$ cat config.mk
export PLATFORM = sky130hd
export DESIGN_NAME = sameclk_mchffctrl
export DESIGN_NICKNAME = d
export VERILOG_FILES = /design/src/rtl/sameclk_mchffctrl.sv
export SDC_FILE = /design/constraint.sdc
export NUM_CORES = 1
export LEC_CHECK = 0
export ABC_CLOCK_PERIOD_IN_PS = 4300
export CAP_MARGIN = 5
export CORE_ASPECT_RATIO = 0.7
export CORE_MARGIN = 2
export CORE_UTILIZATION = 39
export CTS_CLUSTER_SIZE = 14
export DETAILED_ROUTE_END_ITERATION = 8
export HOLD_SLACK_MARGIN = 0.15
export PLACE_DENSITY = 0.61
export SLEW_MARGIN = 20
export SYNTH_ARGS = -nofsm -noshare
export SYNTH_HDL_FRONTEND = slang
export SYNTH_SLANG_ARGS = --single-unit
$ cat constraint.sdc
create_clock -name clk -period 4.3 [get_ports clk]
set_input_delay 0.645 -clock clk [delete_from_list [all_inputs] [get_ports clk]]
set_output_delay 0.645 -clock clk [all_outputs]
set_load 0.01 [all_outputs]
$ cat src/rtl/sameclk_mchffctrl.sv
// Multi-channel FIFO pointer controller sharing one RAM, all logic on a single clock.
// Define MCHFF_STICKY_ERR_EN to register wrerr/rderr as sticky flags cleared by errclr.
module sameclk_mchffctrl #(
   parameter int unsigned ADDRB = 4,
   parameter int unsigned CHANB = 2
) (
   input  logic                   clk,
   input  logic                   rst,
   input  logic                   fifowr,
   input  logic [CHANB-1:0]       wrch,
   input  logic                   fiford,
   input  logic [CHANB-1:0]       rdch,
   input  logic                   fifoflush,
   input  logic [CHANB-1:0]       flushch,
   input  logic [ADDRB:0]         afthres,
   input  logic [CHANB-1:0]       lench,
   input  logic                   errclr,
   output logic [(1<<CHANB)-1:0]  fifofull,
   output logic [(1<<CHANB)-1:0]  afull,
   output logic [(1<<CHANB)-1:0]  fifonemp,
   output logic [ADDRB:0]         fifolen,
   output logic                   write,
   output logic [CHANB+ADDRB-1:0] wraddr,
   output logic                   read,
   output logic [CHANB+ADDRB-1:0] rdaddr,
   output logic                   wrerr,
   output logic                   rderr
);

   localparam int unsigned NCH = 1 << CHANB;
   localparam logic [ADDRB:0] PTR_ONE  = {{ADDRB{1'b0}}, 1'b1};
   localparam logic [ADDRB:0] FULL_LEN = {1'b1, {ADDRB{1'b0}}};

   logic [ADDRB:0] wrpnt [NCH];
   logic [ADDRB:0] rdpnt [NCH];
   logic [ADDRB:0] len   [NCH];
   logic           wr_req, rd_req;
   logic           wr_flushed, rd_flushed;
   logic           wrerr_now, rderr_now;

   always_comb begin
      for (int c = 0; c < NCH; c++) begin
         len[c]      = wrpnt[c] - rdpnt[c];
         fifofull[c] = (len[c] == FULL_LEN);
         fifonemp[c] = (len[c] != '0);
         afull[c]    = (len[c] >= afthres);
      end
   end

   assign fifolen = len[lench];

   // Requests are masked during reset so no strobe or error escapes while pointers are held.
   assign wr_req     = fifowr & ~rst;
   assign rd_req     = fiford & ~rst;
   assign wr_flushed = fifoflush && (flushch == wrch);
   assign rd_flushed = fifoflush && (flushch == rdch);

   assign write  = wr_req & ~fifofull[wrch] & ~wr_flushed;
   assign read   = rd_req & fifonemp[rdch] & ~rd_flushed;
   assign wraddr = {wrch, wrpnt[wrch][ADDRB-1:0]};
   assign rdaddr = {rdch, rdpnt[rdch][ADDRB-1:0]};

   assign wrerr_now = wr_req & ~write;
   assign rderr_now = rd_req & ~read;

   // Flush is assigned last so it overrides any same-cycle pointer advance on that channel.
   always_ff @(posedge clk or posedge rst) begin
      if (rst) begin
         for (int c = 0; c < NCH; c++) begin
            wrpnt[c] <= '0;
            rdpnt[c] <= '0;
         end
      end else begin
         if (write) wrpnt[wrch] <= wrpnt[wrch] + PTR_ONE;
         if (read)  rdpnt[rdch] <= rdpnt[rdch] + PTR_ONE;
         if (fifoflush) begin
            wrpnt[flushch] <= '0;
            rdpnt[flushch] <= '0;
         end
      end
   end

`ifdef MCHFF_STICKY_ERR_EN
   logic wrerr_q, rderr_q;

   // A fresh error wins over errclr in the same cycle.
   always_ff @(posedge clk or posedge rst) begin
      if (rst) begin
         wrerr_q <= 1'b0;
         rderr_q <= 1'b0;
      end else begin
         if (wrerr_now)   wrerr_q <= 1'b1;
         else if (errclr) wrerr_q <= 1'b0;
         if (rderr_now)   rderr_q <= 1'b1;
         else if (errclr) rderr_q <= 1'b0;
      end
   end

   assign wrerr = wrerr_q;
   assign rderr = rderr_q;
`else
   logic unused_errclr;
   assign unused_errclr = errclr;
   assign wrerr = wrerr_now;
   assign rderr = rderr_now;
`endif

endmodule

-- Yosys cells after proc, flatten, opt, wreduce, memory -nomap -nowiden
Index checks and enable logic that the tools add are counted.
- reduce and logical (&&, ||, !) cells: 9
- add/subtract/negate cells: 6
- muxes and demuxes: 25
- $lt $le $gt $ge: 13
- eq/ne operators: 6
- bitwise operators: 21
- operators with widths (kind ; number):
    2-to-1 mux 20 bit ; 4
    2-to-1 mux 5 bit ; 9
    AND 20 bit ; 2
    bitwise mux 20 bit ; 2
    binary-select mux 5 bit (select 2 bit) ; 3
    demux 5 bit (select 2 bit) ; 3
    == test 5 bit, second input constant ; 4
    >= comparator 5 bit ; 4
    inverter 20 bit ; 1
    nonzero test 5 bit ; 4
    subtractor 5 bit ; 4
    >= comparator 3 bit, second input constant ; 4
    inverter 2 -> 3 bit ; 4
    adder 5 x 1 -> 5 bit, second input constant ; 2
    < comparator 3 x 1 -> 1 bit, second input constant ; 3
    AND 1 bit ; 8
    < comparator 2 x 3 -> 1 bit, second input constant ; 2
    inverter 1 bit ; 6
    logical AND 1 bit ; 5
    binary-select mux 1 bit (select 2 bit) ; 2
    == test 2 bit ; 2
    2-to-1 mux 1 bit ; 2
- output and inout bits: 33
- input port bits: 19
- word-level logic and storage cells: 88
- bits in registers: 40

-- Logic depth before layout (Yosys ltp)
- depth in word-level cells: 10
- depth in mapped cells: 10
- mapped depth without buffers: 10

-- Worst setup path after synthesis
No wires, ideal clock.
- path type: reg-to-output
- from: reg wrpnt[15] (netlist name)
- to: out wrerr
- data arrival time: 2358 ps
- cell stages (with the launch flop): 11
- slack: 1297 ps
- path buffers: 0
- required time: 3655 ps
- path through: dfrtp_1 inv_1 ha_1 inv_1 fa_1 nand3b_1 a211o_1 a211o_1 inv_2 a22oi_2 a41oi_1
- longest elaborated chain between the ends: 9
- ends and longest elaborated chain (element ; RTL line ; RTL):
    start, declared ; 34 ; logic [ADDRB:0] wrpnt [NCH];
    start signal, assigned by index ; 74 ; if (write) wrpnt[wrch] <= wrpnt[wrch] + PTR_ONE;
    subtractor 5 bit ; 43 ; len[c] = wrpnt[c] - rdpnt[c];
    == test 5 bit ; 44 ; fifofull[c] = (len[c] == FULL_LEN);
    via fifofull[0] ; 18 ; output logic [(1<<CHANB)-1:0] fifofull,
    binary-select mux 1 bit (select 2 bit) ; 58 ; assign write = wr_req & ~fifofull[wrch] & ~wr_flushed;
    2-to-1 mux 1 bit (not written as such) ; 58 ;
    inverter 1 bit ; 58 ;
    AND 1 bit (2 in a row) ; 58 ;
    inverter 1 bit ; 63 ; assign wrerr_now = wr_req & ~write;
    AND 1 bit ; 63 ;
    end, declared ; 26 ; output logic wrerr,
The timed path passes the listed nets, and every way through them passes these cells. The select of a mux whose other input is x is not followed.

-- Final worst setup path
- from: reg rdpnt[5] (netlist name)
- to: out write
- longest elaborated chain between the ends: 7
- ends and longest elaborated chain (element ; RTL line ; RTL):
    start, declared ; 35 ; logic [ADDRB:0] rdpnt [NCH];
    start signal, assigned by index ; 75 ; if (read) rdpnt[rdch] <= rdpnt[rdch] + PTR_ONE;
    subtractor 5 bit ; 43 ;
    == test 5 bit ; 44 ;
    binary-select mux 1 bit (select 2 bit) ; 58 ;
    2-to-1 mux 1 bit (not written as such) ; 58 ;
    inverter 1 bit ; 58 ;
    AND 1 bit (2 in a row) ; 58 ;
    end, declared ; 22 ; output logic write,
Every way passes these cells. The select of a mux whose other input is x is not followed.

==> summary.md <==
| Metric | Value |
|---|---|
| Number of diodes | 0 |
| Top cells by area, synth | dfrtp_1, ha_1, mux4_2 |
| Netlist cell types | 52 |
| Net Count, Synth | 493 |
| Main flop type after synthesis | dfrtp_1 |
| CTS Hold Bufs | 0 |
| Crit path max-delay family | buffers and inverters |
| Initial antenna violation count | 0 |
| TritonCTS Buffers | 5 |
| Core Util, Final | 0.482 |
| Number of enable flip-flop cells after synthesis | 0 |
| PostCTS Resize Cnt | 0 |
| Max Slew Vio Count | 0 |
| Worst Hold Launch | rdpnt[1] |
| Clock Sinks | 40 |
| Layout fillers | 926 |
| Mapped Area | 3960 µm² |
| Worst-margin pin slew | 0.696 ns |
| DR iter-0 viols | 250 |
| Cell Rows | 30 |
| PD cells | 750 nW/µm² |
| Largest net degree at the start of global routing | 28 |
| Flops & latches, synth | 40 |
| Clk slew on worst S/H paths | 0.06 ns |
| Hold_ws | 0.595 ns |
| Synth top area share | 0.253 |
| Setup Buffers After CTS | 0 |
| Slowest cell on the critical path | xor2_1 |
| Router iterations before antenna repair | 4 |
| Core ar. | 9800 µm² |
| Most frequent cells after synthesis | nor3_1, a21oi_1, dfrtp_1, ha_1, inv_1 |
| Worst Setup SP | rdpnt[5] |
| Worst Setup End Kind | output pin |
| Number of global-route vias before repair | 3375 |
| RSZ-0062 raised after global routing | false |
| I/O Buffers | 50 |
| Worst path cell trace | ha_1 > inv_1 > fa_1 > xor2_1 > and4b_1 > o211ai_4 > inv_2 > nand2_1 > and4_1 > clkdlybuf4s50_1 |
| Area leader, netlist | dfrtp_1 |
| All-Layer GR Usage | 0.218 |
| Die W | between 100 and 150 µm |
| Routed wire length | 11.6 mm |
| YS warnings | 0 |
| Detailed Place HPWL | 9.54 mm |
| Sequential standard cell area | 1000 µm² |
| First-pass GRT wire length | 18.6 mm |
| Rel. slew slack | 0.535 |
| Worst EP required | 3.65 ns |
| Bufs and invs on worst path | 3 |
| Status | finished, final reports clean |
| Leakage | 0.00198 µW |
| Avg Inst Size Synth | just over 9 µm² |
| Die Ht | 88.3 µm |
| Setup CP Type | register to output pin |
| RD Place Congestion | 0.867 |
| Layout cell share with drive strength beyond 1 | 0.0975 |
| Crit-path max FO | 7 |
| DRC viols | 0 |
| Final setup fails | 0 |
| Worst vdd rail ir drop | 0.294 mV |
| Io pins | 52 |
| Register area share after synthesis | 0.253 |
| H-tree levels | 2 |
| Nets | 532 |
| Initial core utilization | 0.405 |
| Largest stage delay on the critical path | 0.55 ns |
| TritonCTS clock tree | yes |
| Tmin final | just over 4 ns |
| Wire per inst | 19.4 µm |
| Syn Inst Count | 432 |
| Max-cap viol count | 0 |
| Setup TNS | 0 ns |
| Worst Skew | 0.00168 ns |
| Drt via density | 5.90 |
| Most common cell in the netlist | nor3_1 |
| Antenna Violating Nets Remaining | 0 |
| Critical path arrival | 3.48 ns |
| Final hold vios | 0 |
| Total gr overflow | 0 |
| Fmax | 0.242 GHz |
| Die area | 11000 µm² |
| Clock Latency Late Sink | 0.29 ns |
| Vias | 3539 |
| P&R area growth vs syn | 19.0% |
| Clock Path Buffers | 2 |
| Async set-reset flop share out of synthesis | 1.00 |
| Final period util | 0.960 |
| Crit path launch type | register |
| Multi-input gate area | 2730 µm² |
| R2R Path Start | rdpnt[5] |
| Root buf cell | clkbuf_16 |
| Hold WC Path Type | register to register |
==> state kept, by name (all words and copies together) (netlist names) <==
name   cells
wrpnt     20
rdpnt     20
==> tightest hold or removal path: stages (launching register included) <==
cell and delay [ns]:
dfrtp_1 0.40, o21ai_0 0.08, a21oi_1 0.07
==> cells in the final DEF, fill, tap and decap left out, types with 2 or more instances in the layout <==
| cell | n |
|---|---|
| nand2b_1 | 9 |
| mux4_1 | 2 |
| nor3b_1 | 5 |
| nor2_1 | 11 |
| nor2b_1 | 3 |
| nor3_1 | 54 |
| nand3_1 | 21 |
| nand2_1 | 13 |
| nand4b_1 | 4 |
| fa_1 | 4 |
| inv_2 | 6 |
| inv_1 | 26 |
| and4b_1 | 2 |
| a211oi_1 | 3 |
| o21ai_0 | 8 |
| a311oi_1 | 8 |
| clkdlybuf4s50_1 | 50 |
| xor2_1 | 12 |
| clkbuf_8 | 2 |
| a22oi_2 | 3 |
| xor2_2 | 2 |
| xnor2_1 | 11 |
| nand3b_1 | 9 |
| clkbuf_16 | 5 |
| and2_1 | 5 |
| a21o_1 | 19 |
| mux4_2 | 13 |
| buf_4 | 2 |
| and3_1 | 4 |
| ha_1 | 38 |
| o21ai_4 | 2 |
| dfrtp_1 | 40 |
| a211o_1 | 5 |
| a21oi_1 | 52 |
| o211ai_4 | 2 |
==> layer usage <==
metal	up-vias	part of all wire	GRT usage
met2	116	0.42	0.316
met5	-	0	0
met1	1725	0.51	0.341
met4	0	0.011	0.0409
li1	1684	-	-
met3	14	0.062	0.0387
==> cell families after synthesis <==
| logic type | synth area share |
|---|---|
| DFF | 0.253 |
| AOI/OAI and AO/OA | 0.198 |
| and+or+nand+nor | 0.204 |
| xor gates and xnor gates | 0.0590 |
| buffers and inverters | 0.0593 |
| muxes | 0.0871 |
| adders and majority gates | 0.140 |
==> power breakdown <==
part | total (µW) | switching [µW] | internal, µW
Sequential | 620 | 141 | 479
Clock | 458 | 152 | 306
Combinational | 2460 | 1340 | 1130
Total | 3540 | 1630 | 1910
==> worst paths after layout <==
kind / end / slack [ns] / cells after the start
min in group asynchronous: wrpnt[4] / 0.86 / 2
max reg2reg: wrpnt[8] / 1.50 / 9
min reg2reg: rdpnt[1] / 0.59 / 2
max in group asynchronous: rdpnt[13] / 2.66 / 3
min: rdpnt[1] / 0.59 / 2
max: write / 0.17 / 10
==> final cells by class <==
class	count	area share
clock buffers	7	0.0324
clock inverters	1	0.00636
inverters	34	0.0278
multi-input cells	338	0.578
flip-flops and latches	40	0.212
well taps	128	0.0339
repair buffers	52	0.109
==> stage by stage <==
| step | setup slack (ns) | power (µW) | instance area, µm² | cells |
|---|---|---|---|---|
| detailed placement | 0.528 | 3060 | 4540 | 592 |
| global route | 0.0220 | 3810 | 4720 | 600 |
| floorplan | 1.30 | 2220 | 3960 | 432 |
| CTS | 0.189 | 3530 | 4720 | 600 |
| global placement | 0.572 | 2980 | 4540 | 592 |
| finish | 0.174 | 3540 | 4720 | 600 |
Power figures use the tool's default switching activity.
